===== src/rtl/bsg_fpu_decoder_pipe_pkg.sv =====
// Shared types and width helpers for the pipelined IEEE-754 operand unpacker.
package bsg_fpu_decode_pkg;

  typedef struct packed {
    logic sign;
    logic zero;
    logic denormal;
    logic infty;
    logic nan;
    logic sig_nan;
  } fpu_class_s;

  function automatic int unsigned bias_f(input int unsigned e);
    return (32'd1 << (e - 32'd1)) - 32'd1;
  endfunction

  function automatic int unsigned exp_width_f(input int unsigned e);
    return e + 32'd2;
  endfunction

  // A zero mantissa counts m leading zeros, so the count needs m+1 codes.
  function automatic int unsigned lz_width_f(input int unsigned m);
    return (m + 32'd1 <= 32'd2) ? 32'd1 : 32'($clog2(m + 32'd1));
  endfunction

  localparam int unsigned e_default_lp = 8;
  localparam int unsigned m_default_lp = 23;
  localparam int unsigned exp_width_lp = exp_width_f(e_default_lp);
  localparam int unsigned lz_width_lp  = lz_width_f(m_default_lp);

endpackage


===== src/rtl/bsg_fpu_decoder_pipe_if.sv =====
// Valid/ready operand bus and per-lane decode results for bsg_fpu_decoder_pipe.
interface bsg_fpu_decoder_pipe_if #(
  parameter int unsigned e_p   = 8,
  parameter int unsigned m_p   = 23,
  parameter int unsigned els_p = 2
);
  localparam int unsigned w_lp  = e_p + m_p + 1;
  localparam int unsigned ew_lp = e_p + 2;

  logic                      v_i;
  logic                      ready_o;
  logic                      daz_i;
  logic [els_p*w_lp-1:0]     a_i;
  logic                      v_o;
  logic                      yumi_i;
  logic [els_p-1:0]          sign_o;
  logic [els_p-1:0]          zero_o;
  logic [els_p-1:0]          denormal_o;
  logic [els_p-1:0]          infty_o;
  logic [els_p-1:0]          nan_o;
  logic [els_p-1:0]          sig_nan_o;
  logic [els_p*ew_lp-1:0]    exp_o;
  logic [els_p*m_p-1:0]      man_o;

  modport master (
    output v_i, daz_i, a_i, yumi_i,
    input  ready_o, v_o, sign_o, zero_o, denormal_o, infty_o, nan_o, sig_nan_o,
           exp_o, man_o
  );

  modport slave (
    input  v_i, daz_i, a_i, yumi_i,
    output ready_o, v_o, sign_o, zero_o, denormal_o, infty_o, nan_o, sig_nan_o,
           exp_o, man_o
  );
endinterface


===== src/rtl/bsg_fpu_decoder_pipe_clz.sv =====
// Leading-zero count of a mantissa field; an all-zero input returns width_p.
module bsg_fpu_clz #(
  parameter int unsigned width_p    = 23,
  parameter int unsigned lz_width_p = 5
) (
  input  logic [width_p-1:0]    a_i,
  output logic [lz_width_p-1:0] lz_o
);

  // Ascending scan: the highest set bit is the last one to write the result.
  always_comb begin
    lz_o = lz_width_p'(width_p);
    for (int unsigned k = 0; k < width_p; k++) begin
      if (a_i[k]) lz_o = lz_width_p'(width_p - 32'd1 - k);
    end
  end

endmodule


===== src/rtl/bsg_fpu_decoder_pipe.sv =====
// Two-stage multi-lane IEEE-754 unpacker: classify + count leading zeros, then
// normalize subnormals and form the signed unbiased exponent.
module bsg_fpu_decoder_pipe
  import bsg_fpu_decode_pkg::*;
#(
  parameter int unsigned e_p   = 8,
  parameter int unsigned m_p   = 23,
  parameter int unsigned els_p = 2
) (
  input  logic                 clk_i,
  input  logic                 reset_n_i,
  bsg_fpu_decoder_pipe_if.slave io
);

  localparam int unsigned       w_lp       = e_p + m_p + 1;
  localparam int unsigned       ew_lp      = exp_width_f(e_p);
  localparam int unsigned       lzw_lp     = lz_width_f(m_p);
  localparam logic [ew_lp-1:0]  bias_lp    = ew_lp'(bias_f(e_p));
  localparam logic [ew_lp-1:0]  inf_exp_lp = bias_lp + ew_lp'(1);

  logic [els_p-1:0][w_lp-1:0]   a_lanes;
  logic [els_p-1:0][e_p-1:0]    e_in;
  logic [els_p-1:0][m_p-1:0]    m_in;
  logic [els_p-1:0][lzw_lp-1:0] lz_in;
  fpu_class_s [els_p-1:0]       cls_in;
  logic                         ready2;
  logic [m_p-1:0]               man_sh;

  logic                         v1_q, v1_d;
  logic                         daz1_q, daz1_d;
  fpu_class_s [els_p-1:0]       cls1_q, cls1_d;
  logic [els_p-1:0][e_p-1:0]    e1_q, e1_d;
  logic [els_p-1:0][m_p-1:0]    m1_q, m1_d;
  logic [els_p-1:0][lzw_lp-1:0] lz1_q, lz1_d;

  logic                         v2_q, v2_d;
  fpu_class_s [els_p-1:0]       cls2_q, cls2_d;
  logic [els_p-1:0][ew_lp-1:0]  exp2_q, exp2_d;
  logic [els_p-1:0][m_p-1:0]    man2_q, man2_d;

  assign ready2     = ~v2_q | io.yumi_i;
  assign io.ready_o = ~v1_q | ready2;
  assign a_lanes    = io.a_i;

  always_comb begin : classify
    e_in   = '0;
    m_in   = '0;
    cls_in = '0;
    for (int unsigned i = 0; i < els_p; i++) begin
      e_in[i]            = a_lanes[i][m_p +: e_p];
      m_in[i]            = a_lanes[i][m_p-1:0];
      cls_in[i].sign     = a_lanes[i][w_lp-1];
      cls_in[i].zero     = (e_in[i] == '0) & (m_in[i] == '0);
      cls_in[i].denormal = (e_in[i] == '0) & (m_in[i] != '0);
      cls_in[i].infty    = (&e_in[i]) & (m_in[i] == '0);
      cls_in[i].nan      = (&e_in[i]) & (m_in[i] != '0);
      cls_in[i].sig_nan  = cls_in[i].nan & ~m_in[i][m_p-1];
    end
  end

  for (genvar g = 0; g < els_p; g++) begin : g_lane
    bsg_fpu_clz #(
      .width_p    (m_p),
      .lz_width_p (lzw_lp)
    ) clz (
      .a_i  (m_in[g]),
      .lz_o (lz_in[g])
    );

    assign io.sign_o[g]     = cls2_q[g].sign;
    assign io.zero_o[g]     = cls2_q[g].zero;
    assign io.denormal_o[g] = cls2_q[g].denormal;
    assign io.infty_o[g]    = cls2_q[g].infty;
    assign io.nan_o[g]      = cls2_q[g].nan;
    assign io.sig_nan_o[g]  = cls2_q[g].sig_nan;
  end

  assign io.v_o   = v2_q;
  assign io.exp_o = exp2_q;
  assign io.man_o = man2_q;

  always_comb begin : stage1_next
    v1_d   = v1_q;
    daz1_d = daz1_q;
    cls1_d = cls1_q;
    e1_d   = e1_q;
    m1_d   = m1_q;
    lz1_d  = lz1_q;
    if (io.ready_o) begin
      v1_d = io.v_i;
      if (io.v_i) begin
        daz1_d = io.daz_i;
        cls1_d = cls_in;
        e1_d   = e_in;
        m1_d   = m_in;
        lz1_d  = lz_in;
      end
    end
  end

  // DAZ is resolved here so stage 1 keeps the raw class; a flushed subnormal
  // reports both denormal and zero.
  always_comb begin : stage2_next
    v2_d   = v2_q;
    cls2_d = cls2_q;
    exp2_d = exp2_q;
    man2_d = man2_q;
    man_sh = '0;
    if (ready2) begin
      v2_d = v1_q;
      if (v1_q) begin
        for (int unsigned i = 0; i < els_p; i++) begin
          cls2_d[i]      = cls1_q[i];
          cls2_d[i].zero = cls1_q[i].zero | (cls1_q[i].denormal & daz1_q);
          man_sh         = m1_q[i] << lz1_q[i];
          if (cls2_d[i].zero) begin
            exp2_d[i] = '0;
            man2_d[i] = '0;
          end else if (cls1_q[i].denormal) begin
            exp2_d[i] = '0 - bias_lp - ew_lp'(lz1_q[i]);
            man2_d[i] = man_sh << 1;
          end else if (cls1_q[i].infty | cls1_q[i].nan) begin
            exp2_d[i] = inf_exp_lp;
            man2_d[i] = m1_q[i];
          end else begin
            exp2_d[i] = ew_lp'(e1_q[i]) - bias_lp;
            man2_d[i] = m1_q[i];
          end
        end
      end
    end
  end

  always_ff @(posedge clk_i or negedge reset_n_i) begin
    if (!reset_n_i) begin
      v1_q   <= 1'b0;
      daz1_q <= 1'b0;
      cls1_q <= '0;
      e1_q   <= '0;
      m1_q   <= '0;
      lz1_q  <= '0;
      v2_q   <= 1'b0;
      cls2_q <= '0;
      exp2_q <= '0;
      man2_q <= '0;
    end else begin
      v1_q   <= v1_d;
      daz1_q <= daz1_d;
      cls1_q <= cls1_d;
      e1_q   <= e1_d;
      m1_q   <= m1_d;
      lz1_q  <= lz1_d;
      v2_q   <= v2_d;
      cls2_q <= cls2_d;
      exp2_q <= exp2_d;
      man2_q <= man2_d;
    end
  end

endmodule


===== src/flat_wrapper.sv =====
// flat-port wrapper written by rule: the top's interface ports become plain ports
module bsg_fpu_decoder_pipe_flat import bsg_fpu_decode_pkg::*;
#(
  parameter int unsigned e_p   = 8,
  parameter int unsigned m_p   = 23,
  parameter int unsigned els_p = 2
)
  (clk_i, reset_n_i, io_v_i, io_daz_i, io_a_i, io_yumi_i, io_ready_o, io_v_o, io_sign_o, io_zero_o, io_denormal_o, io_infty_o, io_nan_o, io_sig_nan_o, io_exp_o, io_man_o);
  bsg_fpu_decoder_pipe_if #(.e_p(e_p), .m_p(m_p), .els_p(els_p)) io_i ();
  input  logic clk_i;
  input  logic reset_n_i;
  input wire logic [$bits(io_i.v_i)-1:0] io_v_i;
  input wire logic [$bits(io_i.daz_i)-1:0] io_daz_i;
  input wire logic [$bits(io_i.a_i)-1:0] io_a_i;
  input wire logic [$bits(io_i.yumi_i)-1:0] io_yumi_i;
  output wire logic [$bits(io_i.ready_o)-1:0] io_ready_o;
  output wire logic [$bits(io_i.v_o)-1:0] io_v_o;
  output wire logic [$bits(io_i.sign_o)-1:0] io_sign_o;
  output wire logic [$bits(io_i.zero_o)-1:0] io_zero_o;
  output wire logic [$bits(io_i.denormal_o)-1:0] io_denormal_o;
  output wire logic [$bits(io_i.infty_o)-1:0] io_infty_o;
  output wire logic [$bits(io_i.nan_o)-1:0] io_nan_o;
  output wire logic [$bits(io_i.sig_nan_o)-1:0] io_sig_nan_o;
  output wire logic [$bits(io_i.exp_o)-1:0] io_exp_o;
  output wire logic [$bits(io_i.man_o)-1:0] io_man_o;
  assign io_i.v_i = io_v_i;
  assign io_i.daz_i = io_daz_i;
  assign io_i.a_i = io_a_i;
  assign io_i.yumi_i = io_yumi_i;
  assign io_ready_o = io_i.ready_o;
  assign io_v_o = io_i.v_o;
  assign io_sign_o = io_i.sign_o;
  assign io_zero_o = io_i.zero_o;
  assign io_denormal_o = io_i.denormal_o;
  assign io_infty_o = io_i.infty_o;
  assign io_nan_o = io_i.nan_o;
  assign io_sig_nan_o = io_i.sig_nan_o;
  assign io_exp_o = io_i.exp_o;
  assign io_man_o = io_i.man_o;
  bsg_fpu_decoder_pipe #(.e_p(e_p), .m_p(m_p), .els_p(els_p)) u_core (.clk_i(clk_i), .reset_n_i(reset_n_i), .io(io_i));
endmodule

===== config.mk =====
export PLATFORM = sky130hd
export DESIGN_NAME = bsg_fpu_decoder_pipe_flat
export DESIGN_NICKNAME = d
export VERILOG_FILES = /design/src/rtl/bsg_fpu_decoder_pipe_pkg.sv /design/src/rtl/bsg_fpu_decoder_pipe_if.sv /design/src/rtl/bsg_fpu_decoder_pipe_clz.sv /design/src/rtl/bsg_fpu_decoder_pipe.sv /design/src/flat_wrapper.sv
export SDC_FILE = /design/constraint.sdc
export NUM_CORES = 1
export LEC_CHECK = 0
export ABC_AREA = 1
export BUFFER_PORTS_ARGS = -buffer_cell sky130_fd_sc_hd__buf_4
export CORE_ASPECT_RATIO = 1.5
export CORE_MARGIN = 2
export CORE_UTILIZATION = 30
export CTS_CLUSTER_SIZE = 40
export DETAILED_ROUTE_END_ITERATION = 8
export GPL_TIMING_DRIVEN = 1
export HOLD_SLACK_MARGIN = 0.1
export PLACE_DENSITY = 0.56
export REMOVE_ABC_BUFFERS = 1
export SLEW_MARGIN = 20
export SYNTH_ARGS = -nofsm -noshare
export SYNTH_HDL_FRONTEND = slang
export SYNTH_HIERARCHICAL = 1
export SYNTH_SLANG_ARGS = --single-unit
export TNS_END_PERCENT = 30

===== constraint.sdc =====
create_clock -name clk_i -period 2.6 [get_ports clk_i]
set_input_delay 0.65 -clock clk_i [delete_from_list [all_inputs] [get_ports clk_i]]
set_output_delay 0.65 -clock clk_i [all_outputs]
set_load 0.1 [all_outputs]

==> results of run 1 <==
[logic make-up (layout without fill, tap and decap cells)]
group                      count (synthesis)  in the layout  synth area share (%)
adders and majority gates                  4              4                0.5117
and+or+nand+nor                          781            781                 33.09
DFF                                      163            163                 41.70
xor gates and xnor gates                   1              1               0.08956
AOI/OAI and AO/OA                        240            240                 13.92
buffers and inverters                    216            359                 10.68
[cells in the final DEF (no fill, tap or decap), types with 6 or more instances in the layout]
cell type,netlist,layout
a21oi_1,33,33
a22oi_1,7,7
buf_12,0,6
buf_4,8,172
bufinv_8,6,6
clkbuf_16,0,17
dfrtp_1,163,163
inv_1,123,122
inv_2,16,17
nand2_1,546,545
nand2_2,8,9
nand3_1,122,122
nand4_1,17,17
nor2_1,59,59
nor3_1,7,7
nor4_1,10,10
o211ai_1,14,14
o21ai_0,119,119
o21ai_1,32,32
[final cells by class]
| cell class | count | area (sq um) | area share [%] |
|---|---|---|---|
| multi-input combinational | 1026 | 4659 | 39.12 |
| sequential | 163 | 4079 | 34.24 |
| timing repair buffer | 180 | 1433 | 12.03 |
| inverter | 147 | 639.4 | 5.368 |
| tap | 415 | 519.2 | 4.359 |
| clock buffer | 18 | 429.2 | 3.603 |
| clock inverter | 14 | 152.6 | 1.282 |
[registers in the layout (all words and copies together), names as in the netlist]
signal,cells
u_core/io.man_o,46
u_core/m1_q,46
u_core/io.exp_o,18
u_core/e1_q,16
u_core/cls1_q,12
u_core/lz1_q,10
u_core/io.denormal_o,2
u_core/io.infty_o,2
u_core/io.nan_o,2
u_core/io.sig_nan_o,2
u_core/io.sign_o,2
u_core/io.zero_o,2
u_core/daz1_q,1
u_core/io.v_o,1
u_core/v1_q,1
[worst register-to-register path, cell delays in order (launching register included)]
cell and delay, ps:
dfrtp_1 610, buf_4 320, nand2_1 80, o21ai_1 130, nand2_1 130, nand3_1 130
nand3_1 80, nand2_1 110, nand3_1 140, nand2_1 100, nand2_1 50
[report_power, final]
group	internal (W)	switching, W	total, W
logic	0.00115	0.00408	0.00523
registers	0.00303	0.000412	0.00344
clock network	0.00142	0.00116	0.00258
total	0.00560	0.00565	0.0113
[through the flow]
stage	total power [W]	setup slack [ps]	TNS, ps
global route	0.01181	485.0	0
global placement	0.008708	451.9	0
detailed placement	0.008730	441.5	0
finish	0.01125	599.1	0
CTS	0.01136	577.4	0
floorplan	0.007208	-2941	-182610
[metal layers]
| metal | wire (microns) | vias to the layer above |
|---|---|---|
| li1 | - | 4797 |
| met1 | 13430 | 4625 |
| met2 | 18200 | 276 |
| met3 | 1227 | 88 |
| met4 | 1801 | 0 |
| met5 | 0 | - |
[how the worst min path moves through the flow]
stage	from	cells after the start	to	slack [ps]
after floorplan	reset_n_i	0	u_core/cls1_q[0]$_DFFE_PN0P_	350
after global placement	u_core/io.man_o[42]$_DFFE_PN0P_	2	u_core/io.man_o[42]$_DFFE_PN0P_	460
after detailed placement	u_core/io.sig_nan_o[0]$_DFFE_PN0P_	2	u_core/io.sig_nan_o[0]$_DFFE_PN0P_	470
after CTS	io_a_i[28]	3	u_core/e1_q[5]$_DFFE_PN0P_	380
after global routing	io_a_i[63]	3	u_core/cls1_q[11]$_DFFE_PN0P_	410
final	io_a_i[55]	3	u_core/e1_q[8]$_DFFE_PN0P_	400
[timing repair]
action	in CTS	in global routing
endpoints found under the hold margin	27	0
hold buffers	1	0
buffers inserted	0	0
==> run_summary.xml, run 1 <==
<?xml version="1.0" encoding="UTF-8"?>
<metrics>
  <group name="clock_tree">
    <metric name="tritoncts" unit="">done</metric>
    <metric name="clk_transition_reported_paths" unit="ps">70</metric>
    <metric name="cts.sinks" unit="">163</metric>
    <metric name="cts_max_path_buffers" unit="">2</metric>
    <metric name="tritoncts.num_buffers" unit="">17</metric>
    <metric name="worst_skew_pair.late_latency" unit="ps">470</metric>
    <metric name="htree_num_levels" unit="">4</metric>
    <metric name="clk_root_buffer_cell" unit="">clkbuf_16</metric>
    <metric name="ctsResizeCount" unit="">0</metric>
  </group>
  <group name="final_layout">
    <metric name="post_layout_nonfiller_instances" unit="">1963</metric>
    <metric name="area_growth" unit="%">21.79</metric>
    <metric name="design_area" unit="sq um">11910</metric>
    <metric name="finish.utilization" unit="%">36.84</metric>
    <metric name="insertedDiodeCount" unit="">0</metric>
    <metric name="post_route_cells_drive_above_1_share" unit="%">16.73</metric>
    <metric name="fin_nets" unit="">1608</metric>
    <metric name="final.fill_count" unit="">3517</metric>
  </group>
  <group name="grt">
    <metric name="first_global_vias" unit="">9771</metric>
    <metric name="globalRoute.busiestLayer" unit="">met2</metric>
    <metric name="grt_use_met2" unit="%">37.86</metric>
    <metric name="grt_pass1_wl" unit="microns">54190</metric>
    <metric name="gr-usage-met3" unit="%">2.955</metric>
    <metric name="grt_antenna_before_repair" unit="">0</metric>
    <metric name="globalRoute.totalOverflow" unit="">0</metric>
    <metric name="largest_net_degree_at_the_start_of_global_routing" unit="">92</metric>
    <metric name="grt_util_met1" unit="%">23.15</metric>
    <metric name="groute.usage.overall" unit="%">20.95</metric>
  </group>
  <group name="floorplan">
    <metric name="die_x" unit="microns">151.4</metric>
    <metric name="total_number_of_placement_rows" unit="">81</metric>
    <metric name="dieHeight" unit="microns">225.1</metric>
    <metric name="start_util" unit="%">30.25</metric>
    <metric name="core_area" unit="sq um">32330</metric>
    <metric name="io_pins" unit="">149</metric>
    <metric name="die_outline_area" unit="sq um">34090</metric>
  </group>
  <group name="logic_synthesis">
    <metric name="synth_ff_type" unit="">dfrtp_1</metric>
    <metric name="syn_avg_cell_area" unit="sq um">6.961</metric>
    <metric name="synthDistinctLibCells" unit="">44</metric>
    <metric name="synthMostInstantiatedCell" unit="">nand2_1</metric>
    <metric name="syn_inst" unit="">1405</metric>
    <metric name="synth.area.top_cells" unit="">dfrtp_1 (42%), nand2_1 (21%), nand3_1 (6.2%), o21ai_0 (6.1%), inv_1 (4.7%)</metric>
    <metric name="sequential_cell_area_fraction_in_the_yosys_report" unit="%">41.70</metric>
    <metric name="top_area_cell_type_share_of_the_netlist_area" unit="%">41.70</metric>
    <metric name="synth_enable_flop_cells" unit="">0</metric>
    <metric name="synth-seq-cells" unit="">163</metric>
    <metric name="synth_common_cells" unit="">nand2_1 (546), dfrtp_1 (163), inv_1 (123)</metric>
    <metric name="async_reset_ff_share" unit="%">100.0</metric>
    <metric name="netlist.top_cell.by_area" unit="">dfrtp_1</metric>
    <metric name="yosysWarnings" unit="">6</metric>
    <metric name="post_syn_area" unit="sq um">9781</metric>
  </group>
  <group name="critical_path">
    <metric name="r2r-start" unit="">u_core/lz1_q[5]$_DFFE_PN0P_</metric>
    <metric name="rrSetupSlack" unit="ps">600</metric>
    <metric name="critPathMaxFanout" unit="">19</metric>
    <metric name="worstSetupPathType" unit="">flip-flop to flip-flop</metric>
    <metric name="start_kind" unit="">flip-flop</metric>
    <metric name="timing.critical_path.depth" unit="">10</metric>
    <metric name="critPathCaptureType" unit="">flip-flop</metric>
    <metric name="crit_path_buffers_inverters" unit="">1</metric>
    <metric name="worst_r2r_endpoint" unit="">u_core/io.man_o[45]$_DFFE_PN0P_</metric>
    <metric name="number_of_cells_on_the_worst_reg_to_reg_path" unit="">10</metric>
    <metric name="crit_required" unit="ps">2950</metric>
    <metric name="setup.worst_path.start" unit="">u_core/lz1_q[5]$_DFFE_PN0P_</metric>
    <metric name="crit_family" unit="">simple AND/OR/NAND/NOR gates</metric>
    <metric name="cells_traversed_along_the_worst_timing_path" unit="">buf_4, nand2_1, o21ai_1, nand2_1, nand3_1, nand3_1, nand2_1, nand3_1, nand2_1, nand2_1</metric>
    <metric name="worst_path_most_repeated_cell" unit="">nand2_1</metric>
    <metric name="worst-endpoint-arrival" unit="ps">2350</metric>
    <metric name="critical-path-slowest-cell" unit="">dfrtp_1</metric>
    <metric name="setup.worst_path.end" unit="">u_core/io.man_o[45]$_DFFE_PN0P_</metric>
    <metric name="cp_slowest_stage_delay" unit="ps">610</metric>
  </group>
  <group name="placement">
    <metric name="place_area" unit="sq um">11320</metric>
    <metric name="place.detailed.instances" unit="">1930</metric>
    <metric name="gp_congestion" unit="">0.9905</metric>
    <metric name="dp.final_hpwl" unit="microns">26400</metric>
    <metric name="buffer_ports.inserted" unit="">148</metric>
  </group>
  <group name="drt">
    <metric name="drt_wl_total" unit="microns">34660</metric>
    <metric name="drc" unit="">0</metric>
    <metric name="first_iter_violations" unit="">669</metric>
    <metric name="routed_via_density" unit="">4.985</metric>
    <metric name="route.vias.total" unit="">9786</metric>
    <metric name="drt_pass1_iterations" unit="">5</metric>
    <metric name="ant_nets" unit="">0</metric>
    <metric name="routed_wire_length_per_instance" unit="microns">17.66</metric>
  </group>
  <group name="sta">
    <metric name="min_period_over_period" unit="%">76.96</metric>
    <metric name="timing.max_slew.rel_slack" unit="%">65.42</metric>
    <metric name="timing.clock.skew" unit="ps">12.80</metric>
    <metric name="rsz0062_at_grt" unit="">false</metric>
    <metric name="final_max_slew_viol_count" unit="">0</metric>
    <metric name="setup_viols_final" unit="">0</metric>
    <metric name="fin_hold_ws" unit="ps">404.4</metric>
    <metric name="final_period_minus_worst_setup_slack" unit="ps">2001</metric>
    <metric name="finalHoldViolCount" unit="">0</metric>
    <metric name="upper_clock_frequency_limit" unit="MHz">499.8</metric>
    <metric name="tightest_slew" unit="ps">514.0</metric>
  </group>
  <group name="power_and_ir_drop">
    <metric name="power.density" unit="nW/um^2">944.5</metric>
    <metric name="total_leakage_power" unit="nW">6.146</metric>
    <metric name="vdd_drop_max" unit="V">0.0003972</metric>
  </group>
  <group name="run_status">
    <metric name="run_status" unit="">completed</metric>
  </group>
  <group name="hold_path">
    <metric name="hp-class" unit="">input pin to flip-flop</metric>
  </group>
  <group name="job">
    <metric name="drv_cap" unit="">0</metric>
  </group>
</metrics>
Note: power is estimated with default switching activity, not from simulation.
==> run 2, diff against run 1 <==
==> constraint.sdc (replaced) <==
create_clock -name clk_i -period 1.95 [get_ports clk_i]
set_input_delay 0.4875 -clock clk_i [delete_from_list [all_inputs] [get_ports clk_i]]
set_output_delay 0.4875 -clock clk_i [all_outputs]
set_load 0.1 [all_outputs]
==> run 2 against run 1 <==
Net effect: via count grew 2.1%; power is 34% higher; routed wire length rose by 2.4%; critical endpoint is now io_ready_o; largest power group unchanged.
==> run_summary.xml, run 2 (synthesis results as in run 1) <==
<?xml version="1.0" encoding="UTF-8"?>
<metrics>
  <group name="placement">
    <metric name="gp_congestion" unit="">0.9827</metric>
    <metric name="place_area" unit="sq um">11710</metric>
    <metric name="buffer_ports.inserted" unit="">148</metric>
    <metric name="dp.final_hpwl" unit="microns">27450</metric>
  </group>
  <group name="critical_path">
    <metric name="crit_required" unit="ps">1460</metric>
    <metric name="crit_path_buffers_inverters" unit="">1</metric>
    <metric name="critPathCaptureType" unit="">primary output</metric>
    <metric name="critPathMaxFanout" unit="">3</metric>
    <metric name="worstSetupPathType" unit="">flip-flop to primary output</metric>
    <metric name="start_kind" unit="">flip-flop</metric>
    <metric name="worst-endpoint-arrival" unit="ps">1360</metric>
    <metric name="cp_slowest_stage_delay" unit="ps">410</metric>
    <metric name="critical-path-slowest-cell" unit="">dfrtp_1</metric>
    <metric name="crit_family" unit="">flip-flops</metric>
    <metric name="cells_traversed_along_the_worst_timing_path" unit="">nand3_1, buf_4</metric>
  </group>
  <group name="clock_tree">
    <metric name="clk_root_buffer_cell" unit="">clkbuf_16</metric>
    <metric name="htree_num_levels" unit="">4</metric>
    <metric name="ctsResizeCount" unit="">0</metric>
    <metric name="tritoncts.num_buffers" unit="">17</metric>
    <metric name="cts_hold_buf" unit="">1</metric>
    <metric name="post_cts.repair.setup_buffers" unit="">0</metric>
    <metric name="clk_transition_reported_paths" unit="ps">70</metric>
    <metric name="cts_max_path_buffers" unit="">2</metric>
    <metric name="cts.sinks" unit="">163</metric>
    <metric name="tritoncts" unit="">done</metric>
    <metric name="worst_skew_pair.late_latency" unit="ps">450</metric>
  </group>
  <group name="sta">
    <metric name="rsz0062_at_grt" unit="">false</metric>
    <metric name="final_max_slew_viol_count" unit="">0</metric>
    <metric name="min_period_over_period" unit="%">94.81</metric>
    <metric name="upper_clock_frequency_limit" unit="MHz">540.9</metric>
    <metric name="timing.max_slew.rel_slack" unit="%">67.82</metric>
    <metric name="finalHoldViolCount" unit="">0</metric>
    <metric name="timing.clock.skew" unit="ps">11.01</metric>
    <metric name="setup_viols_final" unit="">0</metric>
    <metric name="tightest_slew" unit="ps">482.2</metric>
    <metric name="final_period_minus_worst_setup_slack" unit="ps">1849</metric>
  </group>
  <group name="grt">
    <metric name="grt_antenna_before_repair" unit="">0</metric>
    <metric name="largest_net_degree_at_the_start_of_global_routing" unit="">92</metric>
    <metric name="gr-usage-met3" unit="%">2.854</metric>
    <metric name="first_global_vias" unit="">10040</metric>
    <metric name="grt_util_met1" unit="%">23.90</metric>
    <metric name="grt_pass1_wl" unit="microns">55410</metric>
    <metric name="grt_use_met2" unit="%">39.06</metric>
    <metric name="globalRoute.busiestLayer" unit="">met2</metric>
    <metric name="globalRoute.totalOverflow" unit="">0</metric>
    <metric name="groute.usage.overall" unit="%">21.45</metric>
  </group>
  <group name="drt">
    <metric name="first_iter_violations" unit="">645</metric>
    <metric name="routed_via_density" unit="">4.980</metric>
    <metric name="drt_wl_total" unit="microns">35500</metric>
    <metric name="drc" unit="">0</metric>
    <metric name="route.vias.total" unit="">9995</metric>
    <metric name="drt_pass1_iterations" unit="">5</metric>
    <metric name="ant_nets" unit="">0</metric>
    <metric name="routed_wire_length_per_instance" unit="microns">17.69</metric>
  </group>
  <group name="floorplan">
    <metric name="total_number_of_placement_rows" unit="">81</metric>
    <metric name="start_util" unit="%">30.25</metric>
    <metric name="die_outline_area" unit="sq um">34090</metric>
    <metric name="core_area" unit="sq um">32330</metric>
    <metric name="die_x" unit="microns">151.4</metric>
    <metric name="dieHeight" unit="microns">225.1</metric>
    <metric name="io_pins" unit="">149</metric>
  </group>
  <group name="final_layout">
    <metric name="area_growth" unit="%">25.66</metric>
    <metric name="post_route_cells_drive_above_1_share" unit="%">19.03</metric>
    <metric name="fin_nets" unit="">1652</metric>
    <metric name="most_frequent_cells_in_the_layout" unit="">nand2_1 (545), buf_4 (211), dfrtp_1 (163)</metric>
    <metric name="finish.utilization" unit="%">38.02</metric>
    <metric name="design_area" unit="sq um">12290</metric>
    <metric name="insertedDiodeCount" unit="">0</metric>
    <metric name="final_common_cell" unit="">nand2_1</metric>
  </group>
  <group name="power_and_ir_drop">
    <metric name="power.density" unit="nW/um^2">1224</metric>
    <metric name="vdd_drop_max" unit="V">0.0005669</metric>
    <metric name="total_leakage_power" unit="nW">6.382</metric>
    <metric name="total_power" unit="W">0.01505</metric>
  </group>
  <group name="job">
    <metric name="drv_cap" unit="">0</metric>
  </group>
  <group name="run_status">
    <metric name="run_status" unit="">completed</metric>
  </group>
  <group name="hold_path">
    <metric name="hp-class" unit="">input pin to flip-flop</metric>
  </group>
</metrics>
==> run 2: where the power goes <==
group / switching, W / internal, W / leakage, nW
Combinational: 0.00549 / 0.00165 / 4.06
Clock: 0.00153 / 0.00181 / 0.275
Sequential: 0.000529 / 0.00404 / 2.05
Total: 0.00754 / 0.00751 / 6.38
==> run 2: layer usage <==
layer / vias to the layer above / part of all wire [%]
met5: - / 0
met4: 0 / 5.3
met3: 87 / 3.4
met2: 272 / 52
met1: 4734 / 39
li1: 4902 / -
==> run 2: final cells by class <==
class	instances	area [sq um]
flip-flops and latches	163	4079
clock buffers	19	442.9
fillers	3563	20040
inverters	147	639.4
multi-input cells	1026	4659
clock inverters	13	125.1
repair buffers	224	1826
well taps	415	519.2
==> run 2: final timing paths <==
| path | from | end | slack [ps] | cells past startpoint |
|---|---|---|---|---|
| worst max register to register | u_core/lz1_q[5]$_DFFE_PN0P_ | u_core/io.man_o[42]$_DFFE_PN0P_ | 140 | 8 |
| max in group asynchronous | reset_n_i | u_core/e1_q[5]$_DFFE_PN0P_ | 820 | 3 |
| min in group asynchronous | reset_n_i | u_core/io.exp_o[17]$_DFFE_PN0P_ | 490 | 2 |
| worst max-delay path | u_core/v1_q$_DFFE_PN0N_ | io_ready_o | 100 | 2 |
| worst min register to register | u_core/io.exp_o[7]$_DFFE_PN0P_ | u_core/io.exp_o[7]$_DFFE_PN0P_ | 480 | 2 |
| worst min-delay path | io_a_i[63] | u_core/cls1_q[11]$_DFFE_PN0P_ | 250 | 3 |
==> run 2: stage by stage <==
step / hold WS (ps) / TNS, ps / worst slack [ps] / instances
after floorplan: 191.9 / -263870 / -3591 / 1336
after global placement: 409.4 / -8.701 / -8.701 / 1974
after detailed placement: 406.8 / -7.511 / -7.511 / 1974
after CTS: 220.1 / 0 / 70.32 / 2007
after global routing: 252.1 / 0 / 31.10 / 2007
final: 246.2 / 0 / 101.2 / 2007
==> run 2: worst min-delay path, stage by stage <==
cell     delay [ps]
buf_4            80
nand2_1          40
o21ai_0          60
